[config.mk]
export PLATFORM = sky130hd
export DESIGN_NAME = mem_arbiter
export DESIGN_NICKNAME = d
export VERILOG_FILES = /design/src/rtl/mem_arbiter.sv
export SDC_FILE = /design/constraint.sdc
export NUM_CORES = 1
export LEC_CHECK = 0
export ABC_AREA = 1
export BUFFER_PORTS_ARGS = -buffer_cell sky130_fd_sc_hd__buf_2
export CORE_AREA = 2 2 103 105
export DETAILED_ROUTE_END_ITERATION = 10
export DIE_AREA = 0 0 105 107
export GPL_TIMING_DRIVEN = 0
export HOLD_SLACK_MARGIN = 0.15
export PLACE_DENSITY = 0.59
export SLEW_MARGIN = 10
export SYNTH_ARGS = -nofsm -noshare
export SYNTH_HDL_FRONTEND = slang
export SYNTH_SLANG_ARGS = --single-unit
export TNS_END_PERCENT = 100
[constraint.sdc]
create_clock -name clk -period 2.3 [get_ports clk]
set_input_delay 0.46 -clock clk [delete_from_list [all_inputs] [get_ports clk]]
set_output_delay 0.46 -clock clk [all_outputs]
set_load 0.02 [all_outputs]
[src/rtl/mem_arbiter.sv]
// Two-requester arbiter (fetch, data) in front of a single-port memory with LAT-cycle read latency.
// Optional fetch starvation guard enabled by defining MEM_ARBITER_STARVE_GUARD_EN.
module mem_arbiter #(
    parameter int LAT        = 1,
    parameter int STARVE_MAX = 4
) (
    input  logic        clk,
    input  logic        rst,
    input  logic        if_req,
    input  logic [31:0] if_addr,
    output logic        if_gnt,
    output logic        if_rvalid,
    output logic [31:0] if_rdata,
    input  logic        d_req,
    input  logic        d_we,
    input  logic [31:0] d_addr,
    input  logic [31:0] d_wdata,
    output logic        d_gnt,
    output logic        d_rvalid,
    output logic [31:0] d_rdata,
    output logic [31:0] mem_addr,
    output logic        mem_we,
    output logic [31:0] mem_wdata,
    input  logic [31:0] mem_rdata
);

    typedef enum logic {IDLE, BUSY} state_t;

    localparam logic [2:0] LAT_CNT = 3'(LAT);

    state_t      state_q, state_d;
    logic        id_q, id_d;
    logic [2:0]  lat_q, lat_d;
    logic [31:0] addr_q, addr_d;

    logic        rvalid_w;
    logic        free_w;
    logic        fetch_first_w;
    logic        d_win_w;
    logic        f_win_w;

    // The rvalid cycle doubles as an arbitration cycle, so back-to-back reads lose no cycle.
    always_comb begin
        rvalid_w = (state_q == BUSY) && (lat_q == LAT_CNT) && !rst;
        free_w   = (state_q == IDLE) || rvalid_w;
        d_win_w  = free_w && !rst && d_req && !(if_req && fetch_first_w);
        f_win_w  = free_w && !rst && if_req && !d_win_w;
    end

`ifdef MEM_ARBITER_STARVE_GUARD_EN
    localparam logic [3:0] STARVE_LIM = 4'(STARVE_MAX);

    logic [3:0] starve_q, starve_d;

    always_comb begin
        starve_d = starve_q;
        if (free_w) begin
            if (f_win_w || !if_req) begin
                starve_d = 4'd0;
            end else if (starve_q < STARVE_LIM) begin
                starve_d = starve_q + 4'd1;
            end
        end
    end

    always_ff @(posedge clk) begin
        if (rst) begin
            starve_q <= 4'd0;
        end else begin
            starve_q <= starve_d;
        end
    end

    assign fetch_first_w = (starve_q >= STARVE_LIM);
`else
    assign fetch_first_w = 1'b0;
`endif

    always_comb begin
        if ((state_q == BUSY) && !rvalid_w) begin
            mem_addr = addr_q;
        end else if (d_win_w) begin
            mem_addr = d_addr;
        end else begin
            mem_addr = if_addr;
        end
        mem_we    = d_win_w && d_we;
        mem_wdata = d_wdata;
        if_gnt    = f_win_w;
        d_gnt     = d_win_w;
        if_rvalid = rvalid_w && !id_q;
        d_rvalid  = rvalid_w && id_q;
        if_rdata  = mem_rdata;
        d_rdata   = mem_rdata;
    end

    always_comb begin
        state_d = state_q;
        id_d    = id_q;
        lat_d   = lat_q;
        addr_d  = addr_q;
        if (rvalid_w) begin
            state_d = IDLE;
        end else if (state_q == BUSY) begin
            lat_d = lat_q + 3'd1;
        end
        if ((d_win_w && !d_we) || f_win_w) begin
            state_d = BUSY;
            id_d    = d_win_w;
            lat_d   = 3'd1;
            addr_d  = mem_addr;
        end
    end

    always_ff @(posedge clk) begin
        if (rst) begin
            state_q <= IDLE;
            id_q    <= 1'b0;
            lat_q   <= 3'd0;
        end else begin
            state_q <= state_d;
            id_q    <= id_d;
            lat_q   <= lat_d;
        end
        addr_q <= addr_d;
    end

endmodule

==> results.ini, run 1 <==
[outcome]
status = finished clean

[sta]
finalHoldViolations = 0
tightest_slew_ns = 0.834
fin_crit_sh = 0.962
slew_violations = 0
setup_ws_ns = 0.0877
relSlewSlack = 0.442
setup_violations = 0
setup_tns_ns = 0
max_freq_mhz = 452
final.min_clock_period_ns = 2.21
skew_ns = 0.00622

[cts]
path_clk_slew_ns = 0.08
cts.sinks = 37
cts_tree = built
clock_path_buffers = 2
htree_num_levels = 2
numCtsBuffers = 5
clock_latency_ns = 0.29
root_buffer = clkbuf_8

[grt]
grt_pass1_wl_mm = 13.0
antenna_found_initial = 0
grt_max_degree = 34
grt_pass1_vias = 2720
overflow = 0
gr-usage-all-layers = 0.144

[route]
first_iter_violations = 93
final_antenna_net_count = 0
first_pass_iters = 4
wl_mm = 8.89
via_per_inst = 4.31
drc = 0
dr_total_vias = 2933
routedWlPerCell_um = 13.1

[power]
ir_worst_vdd_mv = 0.254
power.leakage_nw = 2.41
power_density_nw_per_um2 = 521

[floorplan]
die_x_um = 105
die-area_um2 = 11200
start_util = 0.269
core_um2 = 10100
chipHeight_um = 107
num_rows = 37
io_pins = 266

[placed_design]
pre_cts_slack_ns = 0.0801
gp_congestion = 0.733
dpl.hpwl_mm = 6.43
io_buffers = 201

[synthesis]
synth_area_per_cell_um2 = 8.46
syn_nets = 456
syn_area_um2 = 2720
ys_ff_latch = 37
synth_cells = 321
ys_seq_area_frac = 0.391
yosysWarningCount = 0
ys_types = 20

[finish]
antennaDiodeCount = 0
fill_cells = 998
drive_above_1_share = 0.694
num-nets-final = 679
area_growth_pct = 69.2

[critical_path]
critPathMaxFanout = 8
arrival_ns = 1.75
end_kind = primary output
critPathRequiredTime_ns = 1.84
critPathLaunchType = flip-flop
critical_path_class = flip-flop to primary output

[hold_path]
hold_path_class = primary input to flip-flop

[flow_run]
cap_violations = 0

## final timing paths
check                                            from                    end  slack (ns)  depth (start not counted)
worst min-delay path                              rst  lat_q[0]$_SDFFE_PP0P_        0.42                          2
worst max-delay path            lat_q[1]$_SDFFE_PP0P_           mem_addr[30]        0.09                         10
worst max register to register  lat_q[1]$_SDFFE_PP0P_   addr_q[17]$_DFFE_PP_        0.14                          8
worst min register to register      id_q$_SDFFE_PP0P_      id_q$_SDFFE_PP0P_        0.48                          2
## metal layers
| metal | share of wire | global-route usage | vias to the layer above |
|---|---|---|---|
| met2 | 0.54 | 0.269 | 153 |
| met1 | 0.38 | 0.164 | 1344 |
| met3 | 0.081 | 0.0359 | 5 |
| met5 | 0 | 0 | - |
| met4 | 0.0073 | 0.0352 | 0 |
| li1 | - | - | 1431 |
## state kept, by name, summed over array words and instances, names as in the netlist
name,cells
addr_q,32
id_q,1
lat_q,3
state_q,1
## cells in the mapped netlist (all sizes together)
library cell / n / area share
nor2: 9 / 0.013
buf: 107 / 0.30
edfxtp: 32 / 0.35
o21ai: 2 / 0.0037
inv: 11 / 0.016
nand3: 100 / 0.19
dfxtp: 5 / 0.037
ha: 2 / 0.0092
xnor2: 1 / 0.0032
clkbuf: 6 / 0.0083
a21oi: 2 / 0.0051
nand2: 43 / 0.061
nand3b: 1 / 0.0028
## cells by family (layout without fill, tap and decap cells)
kind of cell / count (synthesis) / in the layout / share of synthesized area
AO/OA/AOI/OAI: 4 / 4 / 0.00875
XOR/XNOR: 1 / 1 / 0.00322
AND/OR/NAND/NOR: 153 / 153 / 0.263
flip-flops: 37 / 37 / 0.391
buffers and inverters: 124 / 348 / 0.325
adder cells (fa/ha/maj): 2 / 2 / 0.00921
## cell usage in the layout, fill, tap and decap left out
cell         n
buf_2      170
buf_4      117
nand3_1     66
nand2_1     39
nand3_2     33
edfxtp_1    32
buf_6       29
inv_1        9
nor2_1       8
clkbuf_8     6
buf_8        4
nand2_2      3
clkbuf_2     3
clkbuf_1     3
clkbuf_16    3
dfxtp_1      3
o21ai_1      2
a21oi_4      1
nand2_4      1
clkinv_8     1
nor2_2       1
nand3_4      1
buf_1        1
inv_2        1
a21oi_1      1
xnor2_1      1
nand3b_1     1
ha_4         1
ha_1         1
buf_16       1
dfxtp_4      1
dfxtp_2      1
## critical path, stage by stage (launching register included)
cell and delay, ns:
dfxtp_2 0.33, inv_2 0.06, ha_4 0.15, nand2_2 0.07
a21oi_4 0.16, nand2_4 0.13, clkinv_8 0.12, buf_8 0.12
nand2_1 0.05, nand3_1 0.11, buf_4 0.16
## cell type report
class / instances / area, µm² / area share
repair buffers: 217 / 1360 / 0.296
flip-flops and latches: 37 / 1070 / 0.232
multi-input cells: 160 / 976 / 0.212
plain buffers: 112 / 857 / 0.186
well taps: 136 / 170 / 0.0370
clock buffers: 8 / 111 / 0.0242
inverters: 11 / 53.8 / 0.0117
## what timing repair did
item,in CTS,in global routing
pin swaps,2,4
endpoints found under the setup margin,31,32
gates cloned,1,2
buffers inserted,6,7
hold buffers,0,0
gates resized for setup,68,51
## through the flow
stage	power [mW]	instances	hold slack [ns]	utilization	instance area, µm²
2_1_floorplan	1.38	321	0.448	-	2720
3_3_place_gp	1.65	658	0.466	0.386	3890
3_5_place_dp	1.66	658	0.475	0.386	3890
4_1_cts	2.33	673	0.392	0.427	4310
5_1_grt	2.52	681	0.417	0.455	4600
6_report	2.39	681	0.418	0.455	4600
## report_power, final
| group | switching (mW) | internal (mW) |
|---|---|---|
| clock | 0.240 | 0.310 |
| combinational | 0.543 | 0.486 |
| sequential | 0.0138 | 0.799 |
| total | 0.797 | 1.60 |
Note: power is estimated with default switching activity, not from simulation.
==> inputs of run 2 (changes only) <==
- PLACE_DENSITY: 0.59 -> 0.68
==> run 2 against run 1 <==
Against the previous run: fmax is 0.20% lower; worst hold slack improved by 0.021 ns; die area is the same; critical path depth unchanged; combinational power barely moved; global-route usage is 0.078 points lower; register-to-register slack better by 0.04 ns; largest power group unchanged.
==> results.ini, run 2 (synthesized netlist as in run 1, its figures left out) <==
[finish]
top_regs = addr_q x32, lat_q x3
antennaDiodeCount = 0
drive_above_1_share = 0.691
area_growth_pct = 67.1
final_cell_mix = buf_2 (170), buf_4 (108), nand3_1 (69), nand2_1 (36), buf_6 (33)
final_common_cell = buf_2
num-nets-final = 674
largest_reg_flops = 32
top_register = addr_q

[grt]
grt_max_degree = 34
grt_pass1_wl_mm = 12.7
gr-usage-all-layers = 0.143
antenna_found_initial = 0
grt_pass1_vias = 2644
overflow = 0

[cts]
root_buffer = clkbuf_8
cts_tree = built
clock_path_buffers = 2
clock_latency_ns = 0.29
cts.sinks = 37
htree_num_levels = 2
numCtsBuffers = 5
path_clk_slew_ns = 0.08

[sta]
fin_crit_sh = 0.964
finalHoldViolations = 0
setup_violations = 0
rsz0062_at_grt = yes
tightest_slew_ns = 0.842
max_freq_mhz = 451
setup_tns_ns = 0
final.min_clock_period_ns = 2.22
holdWs_ns = 0.438
relSlewSlack = 0.436
skew_ns = 0.00896
slew_violations = 0

[placed_design]
io_buffers = 201
gp_congestion = 0.707
dpl.hpwl_mm = 6.58

[critical_path]
cp.buffers_inverters = 4
critPathLaunchType = flip-flop
critPathMaxFanout = 7
cp_slowest_cell = dfxtp_2
crit_chain = inv_2 > ha_4 > nand2_4 > a21oi_4 > nand2_4 > clkinv_8 > buf_12 > nand2_1 > nand3_1 > buf_4
end_kind = primary output
critPathRequiredTime_ns = 1.84
slowest_delay_ns = 0.33
cpMostUsedCell = nand2_4
critPathTopFamily = buffers and inverters
arrival_ns = 1.76
critical_path_class = flip-flop to primary output

[power]
power.leakage_nw = 2.38
ir_worst_vdd_mv = 0.229
power_density_nw_per_um2 = 504

[route]
dr_total_vias = 2917
first_pass_iters = 4
routedWlPerCell_um = 13.4
wl_mm = 9.06
drc = 0
via_per_inst = 4.32
first_iter_violations = 103
final_antenna_net_count = 0

[outcome]
status = finished clean

[floorplan]
io_pins = 266
num_rows = 37
start_util = 0.269
die-area_um2 = 11200
core_um2 = 10100
die_x_um = 105
chipHeight_um = 107

[flow_run]
cap_violations = 0

[hold_path]
hold_path_class = primary input to flip-flop

-- run 2: layer usage --
metal,wire [µm],GRT usage,part of all wire,vias to the layer above
met3,696,0.0310,0.077,6
li1,-,-,-,1423
met2,5030,0.282,0.55,160
met4,77,0.0305,0.0085,0
met5,0,0,0,-
met1,3260,0.156,0.36,1328
-- run 2: worst register-to-register path: stages (launching register included) --
cell	delay, ns
dfxtp_2	0.33
inv_2	0.07
ha_4	0.17
nand2_4	0.06
a21oi_4	0.16
buf_4	0.14
nand3_1	0.14
nand2_2	0.67
-- run 2: through the flow --
| step | util | worst slack (ns) | instances | power, mW | instance area (µm²) |
|---|---|---|---|---|---|
| 2_1_floorplan | - | 0.279 | 321 | 1.38 | 2720 |
| 3_3_place_gp | 0.386 | -0.130 | 658 | 1.65 | 3890 |
| 3_5_place_dp | 0.386 | 0.0378 | 658 | 1.66 | 3890 |
| 4_1_cts | 0.421 | 0.00278 | 674 | 2.22 | 4250 |
| 5_1_grt | 0.450 | -0.0263 | 676 | 2.40 | 4540 |
| 6_report | 0.450 | 0.0832 | 676 | 2.29 | 4540 |
-- run 2: repair_timing --
action | CTS | global route
pin swaps | 6 | 9
hold buffers | 0 | 0
gates cloned | 1 | 1
resized for setup | 59 | 65
buffers inserted | 7 | 1
endpoints found under the setup margin | 33 | 63
-- run 2: worst paths after layout --
kind | endpoint | from | slack (ns) | cells after the start
worst max-delay path | mem_addr[15] | lat_q[1]$_SDFFE_PP0P_ | 0.08 | 10
worst min-delay path | lat_q[0]$_SDFFE_PP0P_ | rst | 0.44 | 2
worst max register to register | addr_q[18]$_DFFE_PP_ | lat_q[1]$_SDFFE_PP0P_ | 0.18 | 7
worst min register to register | id_q$_SDFFE_PP0P_ | id_q$_SDFFE_PP0P_ | 0.51 | 2
-- run 2: report_power, final --
part           internal, mW  total, mW  switching [mW]
sequential            0.799      0.813          0.0135
clock                 0.210      0.447           0.236
combinational         0.483       1.03           0.543
-- run 2: cell type report --
| type | count | area (µm²) |
|---|---|---|
| buffer | 113 | 881 |
| clock buffer | 6 | 72.6 |
| clock inverter | 2 | 10.0 |
| fill | 1012 | 5550 |
| inverter | 11 | 53.8 |
| multi-input combinational | 160 | 973 |
| sequential | 37 | 1070 |
| tap | 136 | 170 |
| timing repair buffer | 211 | 1310 |
==> inputs of run 3 (changes only) <==
- CORE_AREA: 2 2 103 105 -> 2 2 104 106
- CTS_BUF_LIST: unset -> sky130_fd_sc_hd__clkbuf_4 sky130_fd_sc_hd__clkbuf_8
- DIE_AREA: 0 0 105 107 -> 0 0 106 108
- PLACE_DENSITY: 0.68 -> 0.67
==> run 3 against run 2 <==
Against the previous run: fmax fell by 0.48%; register-to-register slack barely moved; worst hold slack got worse by 0.010 ns; clock skew fell by 0.0033 ns; via count rose by 0.27%; critical path type unchanged; largest cell class unchanged; largest power group unchanged; highest routed layer unchanged.
==> results.ini, run 3 (synthesized netlist as in run 1, its figures left out) <==
[critical_path]
critPathLaunchType = flip-flop
crit_start = lat_q[1]$_SDFFE_PP0P_
r2r_start = lat_q[1]$_SDFFE_PP0P_
critPathRequiredTime_ns = 1.84
critPathMaxFanout = 10
arrival_ns = 1.77
crit_chain = inv_2 > ha_4 > nand2_4 > a21oi_4 > nand2_4 > buf_2 > nand3_1 > nand3_1 > buf_4
slowest_delay_ns = 0.33
critical_path_class = flip-flop to primary output
cp_slowest_cell = dfxtp_2
cp.buffers_inverters = 3
critPathTopFamily = buffers and inverters
end_kind = primary output

[route]
routedWlPerCell_um = 12.9
drc = 0
first_pass_iters = 4
dr_total_vias = 2925
via_per_inst = 4.30
first_iter_violations = 119
wl_mm = 8.79
final_antenna_net_count = 0

[finish]
final_cell_mix = buf_2 (184), buf_4 (119), nand3_1 (89), nand2_1 (39), edfxtp_1 (32)
largest_reg_flops = 32
final_util = 0.424
final_common_cell = buf_2
final_cells = 680
drive_above_1_share = 0.654
fill_cells = 1036
top_register = addr_q
num-nets-final = 678
antennaDiodeCount = 0
design_area_um2 = 4340
area_growth_pct = 59.9
top_regs = addr_q x32, lat_q x3

[placed_design]
gp_congestion = 0.761
dp_cells = 658
io_buffers = 201
dpl.hpwl_mm = 6.63
place_area_um2 = 3890

[sta]
rsz0062_at_grt = yes
finalHoldViolations = 0
skew_ns = 0.00571
relSlewSlack = 0.467
tightest_slew_ns = 0.797
max_freq_mhz = 449
setup_violations = 0
final.min_clock_period_ns = 2.23
slew_violations = 0
fin_crit_sh = 0.969

[outcome]
status = finished clean

[power]
ir_worst_vdd_mv = 0.250
power_mw = 2.22
power.leakage_nw = 2.28
power_density_nw_per_um2 = 512

[cts]
cts.sinks = 37
numCtsBuffers = 5
root_buffer = clkbuf_8
htree_num_levels = 2
path_clk_slew_ns = 0.08
clock_latency_ns = 0.29
cts_tree = built
clock_path_buffers = 2
postCtsHoldBufs = 0

[grt]
gr-usage-all-layers = 0.141
antenna_found_initial = 0
grt_pass1_vias = 2570
grt_pass1_wl_mm = 12.6
overflow = 0
grt_max_degree = 34

[hold_path]
min_from = rst
hold_path_class = primary input to flip-flop

[floorplan]
core_um2 = 10200
chipHeight_um = 108
io_pins = 266
start_util = 0.266
die-area_um2 = 11400
num_rows = 37
die_x_um = 106

[flow_run]
cap_violations = 0

==> run 3: what timing repair did <==
item,in CTS,in global routing
cloned,1,0
setup endpoints to repair,31,30
gates resized for setup,45,21
pin swaps,2,3
endpoints found under the hold margin,0,0
setup buffers,7,6
==> run 3: layer usage <==
layer  share of wire  track usage
met3           0.093       0.0319
met1            0.37        0.162
met5               0            0
met4          0.0093       0.0310
met2            0.53        0.266
==> run 3: layout make-up <==
| type | instances | area, µm² | area share |
|---|---|---|---|
| multi-input combinational | 160 | 866 | 0.199 |
| inverter | 11 | 53.8 | 0.0124 |
| buffer | 113 | 867 | 0.200 |
| timing repair buffer | 215 | 1230 | 0.283 |
| clock buffer | 5 | 68.8 | 0.0158 |
| tap | 136 | 170 | 0.0392 |
| sequential | 37 | 1070 | 0.245 |
| clock inverter | 3 | 22.5 | 0.00519 |
==> run 3: report_power, final <==
group	total, mW	switching [mW]	leakage (nW)	internal (mW)
registers	0.814	0.0144	0.342	0.799
logic	0.941	0.516	1.89	0.425
clock network	0.468	0.253	0.0481	0.215
==> run 3: worst register-to-register path, delay by kind of cell (launching register included) <==
kind	cells	cell delay (ns)
AO/OA/AOI/OAI	1	0.16
adder cells (fa/ha/maj)	1	0.16
buffers and inverters	3	0.28
flip-flops	1	0.33
AND/OR/NAND/NOR	3	0.82
==> run 3: stage by stage <==
step / setup WS, ns / setup TNS [ns] / hold slack (ns)
2_1_floorplan: 0.279 / 0 / 0.448
3_3_place_gp: -0.128 / -4.01 / 0.468
3_5_place_dp: 0.0490 / 0 / 0.475
4_1_cts: 0.000124 / 0 / 0.408
5_1_grt: -0.0339 / -0.170 / 0.430
6_report: 0.0724 / 0 / 0.428
==> run 3: final timing paths <==
kind                                end  slack (ns)  cells after the start
hold / removal    lat_q[0]$_SDFFE_PP0P_        0.43                      2
hold reg to reg       id_q$_SDFFE_PP0P_        0.49                      2
setup / recovery           mem_addr[26]        0.07                      9
setup reg to reg   addr_q[17]$_DFFE_PP_        0.17                      8
